[src/rtl/shift_deserializer_if.sv]
// Serial-in / word-out bundle for shift_deserializer.
// parity_err exists only when PARITY_EN is defined.
interface shift_deserializer_if #(
    parameter int WIDTH = 4,
    parameter int CNT_W = 3
);
    logic             ser_in;
    logic             ser_valid;
    logic             dir;
    logic             flush;
    logic             out_ready;
    logic             ovr_clr;
    logic [WIDTH-1:0] out_data;
    logic             out_valid;
    logic             busy;
    logic [CNT_W-1:0] bit_cnt;
    logic             overrun;
`ifdef PARITY_EN
    logic             parity_err;
`endif

    modport master (
`ifdef PARITY_EN
        input  parity_err,
`endif
        output ser_in,
        output ser_valid,
        output dir,
        output flush,
        output out_ready,
        output ovr_clr,
        input  out_data,
        input  out_valid,
        input  busy,
        input  bit_cnt,
        input  overrun
    );

    modport slave (
`ifdef PARITY_EN
        output parity_err,
`endif
        input  ser_in,
        input  ser_valid,
        input  dir,
        input  flush,
        input  out_ready,
        input  ovr_clr,
        output out_data,
        output out_valid,
        output busy,
        output bit_cnt,
        output overrun
    );
endinterface

[src/rtl/shift_deserializer.sv]
// Serial-to-parallel receiver with a one-word output holding register.
// Define PARITY_EN to expect a trailing even-parity bit per word.
module shift_deserializer #(
    parameter int WIDTH = 4,
    parameter int CNT_W = 3
) (
    input  logic                 clk,
    input  logic                 rst_n,
    shift_deserializer_if.slave  bus
);
    typedef enum logic [1:0] {
        IDLE,
        RECV
`ifdef PARITY_EN
        , PARITY
`endif
    } state_t;

    state_t           state_q, state_d;
    logic [CNT_W-1:0] cnt_q, cnt_d;
    logic [WIDTH-1:0] sh_q, sh_d, sh_next;
    logic [WIDTH-1:0] data_q, data_d;
    logic             dir_q, dir_d;
    logic             vld_q, vld_d;
    logic             ovr_q, ovr_d;
    logic             done;
    logic             dir_eff;
    logic [WIDTH-1:0] word;
`ifdef PARITY_EN
    logic             perr_q, perr_d;
    logic             perr_new;
`endif

    // Direction is latched on a word's first bit; later bits reuse it.
    assign dir_eff = (state_q == IDLE) ? bus.dir : dir_q;
    assign sh_next = dir_eff ? {sh_q[WIDTH-2:0], bus.ser_in}
                             : {bus.ser_in, sh_q[WIDTH-1:1]};

    always_comb begin
        state_d = state_q;
        cnt_d   = cnt_q;
        sh_d    = sh_q;
        dir_d   = dir_q;
        done    = 1'b0;
        word    = sh_next;
`ifdef PARITY_EN
        perr_new = 1'b0;
`endif
        if (bus.flush) begin
            state_d = IDLE;
            cnt_d   = '0;
        end else if (bus.ser_valid) begin
            unique case (state_q)
                IDLE: begin
                    dir_d   = bus.dir;
                    sh_d    = sh_next;
                    cnt_d   = CNT_W'(1);
                    state_d = RECV;
                end
                RECV: begin
                    sh_d = sh_next;
                    if (cnt_q == CNT_W'(WIDTH - 1)) begin
`ifdef PARITY_EN
                        state_d = PARITY;
                        cnt_d   = CNT_W'(WIDTH);
`else
                        done    = 1'b1;
                        state_d = IDLE;
                        cnt_d   = '0;
`endif
                    end else begin
                        cnt_d = cnt_q + CNT_W'(1);
                    end
                end
`ifdef PARITY_EN
                PARITY: begin
                    done     = 1'b1;
                    word     = sh_q;
                    perr_new = (^sh_q) ^ bus.ser_in;
                    state_d  = IDLE;
                    cnt_d    = '0;
                end
`endif
                default: begin
                    state_d = IDLE;
                    cnt_d   = '0;
                end
            endcase
        end
    end

    always_comb begin
        data_d = data_q;
        vld_d  = vld_q;
        ovr_d  = ovr_q;
`ifdef PARITY_EN
        perr_d = perr_q;
`endif
        if (bus.ovr_clr)
            ovr_d = 1'b0;
        if (done && vld_q && !bus.out_ready) begin
            ovr_d = 1'b1;
        end else if (done) begin
            data_d = word;
            vld_d  = 1'b1;
`ifdef PARITY_EN
            perr_d = perr_new;
`endif
        end else if (vld_q && bus.out_ready) begin
            vld_d = 1'b0;
        end
    end

    always_ff @(posedge clk or negedge rst_n) begin
        if (!rst_n) begin
            state_q <= IDLE;
            cnt_q   <= '0;
            sh_q    <= '0;
            data_q  <= '0;
            dir_q   <= 1'b0;
            vld_q   <= 1'b0;
            ovr_q   <= 1'b0;
`ifdef PARITY_EN
            perr_q  <= 1'b0;
`endif
        end else begin
            state_q <= state_d;
            cnt_q   <= cnt_d;
            sh_q    <= sh_d;
            data_q  <= data_d;
            dir_q   <= dir_d;
            vld_q   <= vld_d;
            ovr_q   <= ovr_d;
`ifdef PARITY_EN
            perr_q  <= perr_d;
`endif
        end
    end

    assign bus.out_data  = data_q;
    assign bus.out_valid = vld_q;
    assign bus.bit_cnt   = cnt_q;
    assign bus.busy      = (cnt_q != '0);
    assign bus.overrun   = ovr_q;
`ifdef PARITY_EN
    assign bus.parity_err = perr_q;
`endif
endmodule
[src/flat_wrapper.sv]
// flat-port wrapper written by rule: the top's interface ports become plain ports
module shift_deserializer_flat 
#(
    parameter int WIDTH = 4,
    parameter int CNT_W = 3
)
  (clk, rst_n, bus_ser_in, bus_ser_valid, bus_dir, bus_flush, bus_out_ready, bus_ovr_clr, bus_out_data, bus_out_valid, bus_busy, bus_bit_cnt, bus_overrun);
  shift_deserializer_if #(.WIDTH(WIDTH), .CNT_W(CNT_W)) bus_i ();
  input  logic clk;
  input  logic rst_n;
  input wire logic [$bits(bus_i.ser_in)-1:0] bus_ser_in;
  input wire logic [$bits(bus_i.ser_valid)-1:0] bus_ser_valid;
  input wire logic [$bits(bus_i.dir)-1:0] bus_dir;
  input wire logic [$bits(bus_i.flush)-1:0] bus_flush;
  input wire logic [$bits(bus_i.out_ready)-1:0] bus_out_ready;
  input wire logic [$bits(bus_i.ovr_clr)-1:0] bus_ovr_clr;
  output wire logic [$bits(bus_i.out_data)-1:0] bus_out_data;
  output wire logic [$bits(bus_i.out_valid)-1:0] bus_out_valid;
  output wire logic [$bits(bus_i.busy)-1:0] bus_busy;
  output wire logic [$bits(bus_i.bit_cnt)-1:0] bus_bit_cnt;
  output wire logic [$bits(bus_i.overrun)-1:0] bus_overrun;
  assign bus_i.ser_in = bus_ser_in;
  assign bus_i.ser_valid = bus_ser_valid;
  assign bus_i.dir = bus_dir;
  assign bus_i.flush = bus_flush;
  assign bus_i.out_ready = bus_out_ready;
  assign bus_i.ovr_clr = bus_ovr_clr;
  assign bus_out_data = bus_i.out_data;
  assign bus_out_valid = bus_i.out_valid;
  assign bus_busy = bus_i.busy;
  assign bus_bit_cnt = bus_i.bit_cnt;
  assign bus_overrun = bus_i.overrun;
  shift_deserializer #(.WIDTH(WIDTH), .CNT_W(CNT_W)) u_core (.clk(clk), .rst_n(rst_n), .bus(bus_i));
endmodule
[config.mk]
export PLATFORM = sky130hd
export DESIGN_NAME = shift_deserializer_flat
export DESIGN_NICKNAME = d
export VERILOG_FILES = /design/src/rtl/shift_deserializer_if.sv /design/src/rtl/shift_deserializer.sv /design/src/flat_wrapper.sv
export SDC_FILE = /design/constraint.sdc
export NUM_CORES = 1
export LEC_CHECK = 0
export CORE_AREA = 5 5 47 49
export DETAILED_ROUTE_END_ITERATION = 10
export DIE_AREA = 0 0 52 54
export PLACE_DENSITY = 0.7
export SLEW_MARGIN = 0
export SYNTH_ARGS = -nofsm -noshare
export SYNTH_HDL_FRONTEND = slang
export SYNTH_SLANG_ARGS = --single-unit
[constraint.sdc]
create_clock -name clk -period 3.18 [get_ports clk]
set_input_delay 0.318 -clock clk [delete_from_list [all_inputs] [get_ports clk]]
set_output_delay 0.318 -clock clk [all_outputs]
set_load 0.005 [all_outputs]
# Word level (Yosys, flattened, before mapping)
# Cells that the tools add are included.
# word_totals
register_bits,16
inputBits,8
out_inout_bits,10
elab_cells,46
# op_classes
addsub,1
n_eq_ne,3
n_mux,18
bitwise,2
reduce_logical,15
# ops
cell,count
$mux W1,9
$mux W3,3
$reduce_and A2 Y1,4
$mux W2,3
$pmux W3 S2,1
$reduce_bool A2 Y1,3
$mux W4,1
$pmux W2 S2,1
$add A3 B1 Y3 const B,1
$eq A3 B2 Y1 const B,1
$logic_and A1 B1 Y1,3
$ne A3 B2 Y1 const B,1
$reduce_and A3 Y1,1
$reduce_bool A3 Y1,1
$eq A2 B1 Y1 const B,1
$logic_not A2 Y1,1
$not A1 Y1,2
$reduce_or A2 Y1,1
$logic_not A1 Y1,1

# Logic depth before layout (Yosys ltp)
# Gate-level depths: netlist of run 1.
# logic_depth
ltp_word,9
depth_mapped,4
mapped_depth_nobuf,4

# Worst setup path before layout of run 1
# OpenSTA, ideal clock, no wires.
# synth_path
path_kind,register -> register
from,"reg u_core.cnt_q[0], in the netlist u_core.bus.bit_cnt[0]"
to,"reg u_core.data_q[3], in the netlist u_core.bus.out_data[3]"
setup_time_ns,0.125
arrival_time_ns,1.358
required_time_ns,3.055
path_slack_ns,1.698
stages_incl_launch_ff,5
path_buffers,0
synth_period_minus_slack_ns,1.482
cell_sequence,dfrtp_1 -> ha_1 -> nor2b_1 -> nand4_1 -> mux2_2
# synth_via
elab_chain_len,9
# synth_lines
element,line,source
from (decl),shift_deserializer.sv:20,"logic [CNT_W-1:0] cnt_q, cnt_d;"
from (signal assigned),shift_deserializer.sv:128,cnt_q <= cnt_d;
$eq A3 B2 Y1 (*),shift_deserializer.sv:62,if (cnt_q == CNT_W'(WIDTH - 1)) begin
$mux W1 (*),shift_deserializer.sv:62,
$mux W1 (*),shift_deserializer.sv:53,unique case (state_q)
$mux W1 (*),shift_deserializer.sv:52,end else if (bus.ser_valid) begin
$mux W1 (*),shift_deserializer.sv:49,if (bus.flush) begin
$logic_and A1 B1 Y1 (2 in series),shift_deserializer.sv:101,if (done && vld_q && !bus.out_ready) begin
$not A1 Y1 (no source line),n/a,
$reduce_and A2 Y1 (no source line) (*),n/a,
to (signal assigned),shift_deserializer.sv:130,data_q <= data_d;
to (decl),shift_deserializer.sv:22,"logic [WIDTH-1:0] data_q, data_d;"
# Every way passes the cells marked *; elsewhere a longest branch is shown, timed or not.
# A chain may end at the register's enable or synchronous reset.

# Worst setup path after layout of run 1
# layout_path
from,"reg u_core.cnt_q[0], in the netlist u_core.bus.bit_cnt[0]"
to,out bus_busy
# layout_via
elab_chain_len,1
# layout_lines
element,line,source
$reduce_bool A3 Y1,shift_deserializer.sv:143,assign bus.busy = (cnt_q != '0);
to (decl),flat_wrapper.sv:19,output wire logic [$bits(bus_i.busy)-1:0] bus_busy;
# No other way between the ends.

==> results of run 1 <==
sequential cells by signal, summed over array words and instances, names as in the netlist:
name and cells:
u_core.bus.out_data 4, u_core.sh_q 4, u_core.bus.bit_cnt 3, u_core.bus.out_valid 1, u_core.bus.overrun 1, u_core.dir_q 1, u_core.state_q 1
through the flow:
step,cells,util [%]
floorplan,63,-
CTS,109,51.4
global placement,105,49.9
finish,109,51.4
global route,109,51.4
detailed placement,105,49.9
cell type report:
cell class / count / area share, %
Sequential cell: 15 / 40.1
Multi-Input combinational cell: 39 / 32.5
Timing Repair Buffer: 17 / 18.2
Tap cell: 27 / 3.61
Clock buffer: 4 / 2.81
Inverter: 7 / 2.81
how the worst min path moves through the flow:
stage | start | to | cells after the start | slack, ns
finish | rst_n | u_core.state_q[0] | 1 | 0.45
global route | rst_n | u_core.state_q[0] | 1 | 0.49
CTS | rst_n | u_core.state_q[0] | 1 | 0.47
detailed placement | u_core.sh_q[0] | u_core.sh_q[0] | 2 | 0.50
global placement | u_core.sh_q[0] | u_core.sh_q[0] | 2 | 0.47
floorplan | rst_n | u_core.bus.bit_cnt[0] | 0 | 0.02
synth_stat cells (2+ instances only):
| library cell | instances | area [µm²] |
|---|---|---|
| dfrtp_1 | 15 | 375 |
| ha_1 | 2 | 25.0 |
| inv_1 | 7 | 26.3 |
| mux2_4 | 2 | 30.0 |
| mux2i_1 | 6 | 60.1 |
| nand2_1 | 5 | 18.8 |
| nand2b_1 | 4 | 25.0 |
| o21ai_0 | 2 | 10.0 |
| o21ai_1 | 3 | 15.0 |
power groups by stage:
stage | logic, mW | registers (mW) | clock network [mW]
after floorplan | 0.0514 | 0.227 | 0
after global placement | 0.0781 | 0.231 | 0
after detailed placement | 0.0797 | 0.232 | 0
after CTS | 0.0809 | 0.229 | 0.112
after global routing | 0.0886 | 0.232 | 0.119
final | 0.0793 | 0.229 | 0.108
cells by family (layout without fill, tap and decap cells):
kind of cell               Yosys count  in the layout
AOI/OAI and AO/OA                   10             10
and+or+nand+nor                     17             17
buffers and inverters                9             28
adders and majority gates            2              2
DFF                                 15             15
muxes                               10             10
layout by cell type, fill, tap and decap left out, types with 2 or more instances in the layout:
master and count:
mux2i_1 6, o21ai_0 2, inv_1 7, mux2_4 2, dfrtp_1 15, o21ai_1 3, nand2_1 5, clkbuf_4 3
nand2b_1 4, ha_1 2, clkdlybuf4s50_1 17
layer usage:
| metal | routed length (µm) | GRT usage (%) | vias to the layer above | share of wire (%) |
|---|---|---|---|---|
| li1 | - | - | 251 | - |
| met1 | 583 | 12.6 | 232 | 43 |
| met2 | 670 | 18.8 | 13 | 50 |
| met3 | 89 | 3.60 | 0 | 6.6 |
| met4 | 0 | 3.93 | 0 | 0 |
| met5 | 0 | 0 | - | 0 |
==> run summary, run 1 <==
Outcome = finished clean
Fillcell total = 180
Placed cell areas = 910 µm²
CP delay by family, top = buffers and inverters
Post-DRT Antenna Nets = 0
Pint = 0.305 mW
Clock Power Share = 25.9%
CTS Buffer Depth = 2
Fin Hold WS = 0.448 ns
Initial antenna violation count = 0
Die area = 2810 µm²
Core Region = 1820 µm²
Critical Path Stages = 4
Synth cell types = 26
DR iter-0 viols = 6
PortBufs = 17
Final Total Pwr = 0.416 mW
Total Routing Usage GR = 10.9%
Post-synthesis xor/xnor area fraction = 0%
Register-to-Register Path Depth = 3
CTS HTree Levels = 1
Register area = 375 µm²
Largest family of logic cells by synthesized area = multiplexers
Setup WS pre-CTS = 1.32 ns
Crit-path slowest cell = clkdlybuf4s50_1
ANT cells = 0
Worst hold path type = in2async
Comb power frac = 19.1%
Synth Area in Compound Gates = 8.29%
Worst-path cell chain = inv_1, ha_1, nand2b_1, clkdlybuf4s50_1
Hold-fix buffers, CTS = 0
Dominant synthesized flop cell = dfrtp_1
Psw = 0.111 mW
# rows = 16
WL/cell = 12.3 µm
First-pass GRT wire length = 2230 µm
DRC viols = 0
Final nets = 93
Crit path capture type = output pin
CP endpoint = bus_busy
Largest net degree at the start of global routing = 16
Critical R2R Capture = u_core.sh_q[3]
Die width = 52 µm
Area of the multi-input gates = 304 µm²
Clk slew on worst S/H paths = 0.09 ns
Setup violations, final = 0
Synthesized area = 724 µm²
Post-Syn Nets = 73
Die Y = 54 µm
Post-CTS sizing = 0
CTS Root Cell = clkbuf_4
Syn_area_per_cell = 11.5 µm²
Total wire length = 1340 µm
Power per cell area = 444 nW/µm²
Max Cap Viol = 0
Final hold vios = 0
Switching share of power = 26.7%
Synth Area in Simple Gates = 13.1%
DP HPWL = 1010 µm
CTS tree = built
Flop2flop setup slack = 1.55 ns
Layout cells sized above 1 = 8.54%
Setup_tns = 0 ns
Reg power frac = 55.0%
Leakage power = 0.467 nW
Worst-Skew Late Latency = 0.28 ns
FF+latch count, synth = 15
Ports = 18
Worst-Margin Slew = 0.679 ns
Syn-to-layout area delta = 29.2%
Sinks on the clock net = 15
RSZ-0062 raised after global routing = no
CP Data Required Time = 2.86 ns
Initial Util = 39.8%
Clock skew = 0.00254 ns
Slew Viols, Final = 0
Setup CP Type = reg2out
Worst-path fanout max = 5
Post-synth EDFFs = 0
Minimum clock period = 1.82 ns
GP Congestion = 0.717
CP max stage delay = 0.49 ns
Via count = 496
Worst r2r src = u_core.state_q[0]
Fin area = 936 µm²
TritonCTS Buffers = 3
Mux cell area share after synthesis = 17.1%
Critical path origin = u_core.bus.bit_cnt[0]
Critical path arrival = 1.50 ns
Worst Setup Slack, final = 1.36 ns
Rel. slew slack = 54.6%
Seq/Total Area, Yosys = 51.8%
Post-CTS setup buffer count = 0
YS warnings = 0
Syn Inst Count = 63
Adder-Cell Fraction of Synth Area = 3.45%
Vias per cell = 4.55
GRT overflow = 0
Period utilization = 57.2%
Asr flop ratio synth = 100%
Fmax = 550 MHz
VDD IR max = 0.271 mV
WP buf/inv = 2
Critical Path Source Type = register
Number of global-route vias before repair = 516
DRT Pass-1 Iters = 4
No activity file was read; power rests on OpenSTA's default activity.
==> run 2: changes to the inputs <==
Settings changed: CORE_AREA 5 5 47 49 to 5 5 48 50, DIE_AREA 0 0 52 54 to 0 0 53 55.
Clock period 3.18 ns to 1.5 ns, I/O delays scaled along.
==> run 2 against run 1 <==
Core utilization increased by 4.5 points. Register-to-register slack worse by 1.4 ns. First-iteration DRC count rose by 17%. Worst hold slack worse by 0.27 ns. Via count grew 8.3%. Clock power increased by 110%. Die area rose by 3.8%. Critical path type unchanged.
==> run summary, run 2 (synthesis results as in run 1) <==
Worst r2r src = u_core.bus.bit_cnt[0]
DRT Pass-1 Iters = 4
DR iter-0 viols = 7
Outcome = finished clean
First-pass GRT wire length = 2420 µm
Final Total Pwr = 0.899 mW
CTS tree = built
Worst-Skew Late Latency = 0.28 ns
Rel. slew slack = 84.5%
Critical Path Source Type = register
VDD IR max = 0.563 mV
Layout cells sized above 1 = 21.7%
Initial antenna violation count = 0
Max Cap Viol = 0
Worst-path fanout max = 3
Flop2flop setup slack = 0.11 ns
Largest net degree at the start of global routing = 16
Worst hold path type = in2async
Fillcell total = 154
Finished Layout Cells = 119
Area of the multi-input gates = 328 µm²
Total wire length = 1460 µm
TritonCTS Buffers = 3
Final nets = 103
Core Region = 1860 µm²
WL/cell = 12.2 µm
Clk slew on worst S/H paths = 0.09 ns
CTS HTree Levels = 1
Fmax = 710 MHz
Power per cell area = 864 nW/µm²
Sinks on the clock net = 15
GP Congestion = 0.759
Die area = 2920 µm²
Crit path capture type = output pin
Critical path origin = u_core.bus.bit_cnt[1]
Hold-fix buffers, CTS = 0
# rows = 16
Fin Hold WS = 0.178 ns
Most frequent cells in the layout = 15 x clkdlybuf4s50_1, 15 x dfrtp_1, 9 x buf_4
Critical path arrival = 1.26 ns
RSZ-0062 raised after global routing = no
Syn-to-layout area delta = 43.7%
Minimum clock period = 1.41 ns
Setup violations, final = 0
Final hold vios = 0
CTS Buffer Depth = 2
Setup_tns = 0 ns
Placed cells = 112
DRC viols = 0
Post-DRT Antenna Nets = 0
Register area = 375 µm²
Period utilization = 93.9%
Via count = 537
PortBufs = 17
Die width = 53 µm
CTS Root Cell = clkbuf_4
Number of global-route vias before repair = 537
CP Data Required Time = 1.35 ns
Total Routing Usage GR = 11.8%
Worst-Margin Slew = 0.226 ns
Initial Util = 38.9%
Slew Viols, Final = 0
Die Y = 55 µm
DP HPWL = 1090 µm
Fin util = 55.9%
GRT overflow = 0
Clock skew = 0.00629 ns
Ports = 18
Leakage power = 0.538 nW
Setup CP Type = reg2out
ANT cells = 0
Vias per cell = 4.51
-- run 2: changes by cell type in the layout (fill, tap and decap cells not counted) --
cell	delta
buf_6	+1
clkbuf_1	-1
ha_1	-1
buf_4	+9
mux2_2	-1
ha_4	+1
clkdlybuf4s50_1	-2
nor2b_1	-1
clkinv_2	+1
dlymetal6s2s_1	+1
mux2_4	+1
nor2b_4	+1
dlygate4sd2_1	+1
-- run 2: worst max-delay path, stage by stage (launching register included) --
cell and delay, ns:
dfrtp_1 0.35, buf_4 0.13, clkdlybuf4s50_1 0.50
-- run 2: final cells by class --
type | count | area share, %
clock buffer | 3 | 2.16
clock inverter | 1 | 0.481
inverter | 7 | 2.52
multi-input combinational | 39 | 31.5
sequential | 15 | 36.1
tap | 27 | 3.25
timing repair buffer | 27 | 24.0
-- run 2: metal layers --
layer / GRT usage [%] / wire length (µm)
met1: 14.1 / 618
met2: 19.8 / 758
met3: 3.49 / 79
met4: 5.11 / 0
met5: 0 / 0
-- run 2: final timing paths --
kind	endpoint	cells after the start
min reg2reg	u_core.sh_q[0]	2
min	u_core.sh_q[0]	2
min in group clk	u_core.bus.overrun	2
max reg2reg	u_core.bus.out_data[3]	5
max in group asynchronous	u_core.bus.out_valid	2
max	bus_bit_cnt[1]	2
-- run 2: what timing repair did --
action | in CTS | in global routing
pin swaps | 1 | 1
setup endpoints to repair | 4 | 5
buffers inserted | 2 | 1
cloned | 0 | 0
gates resized for setup | 2 | 6
-- run 2: per-stage QoR --
step                      cell area, µm²  worst slack, ns
after floorplan                      724           0.0177
after global routing                1040          0.00503
after CTS                           1010           0.0138
after global placement               962           0.0236
after detailed placement             962          0.00927
final                               1040           0.0909
-- run 2: power by group --
part	internal, mW	leakage (nW)	switching (mW)
sequential	0.448	0.185	0.0302
clock	0.0989	0.0177	0.129
combinational	0.111	0.335	0.0820
total	0.658	0.538	0.241
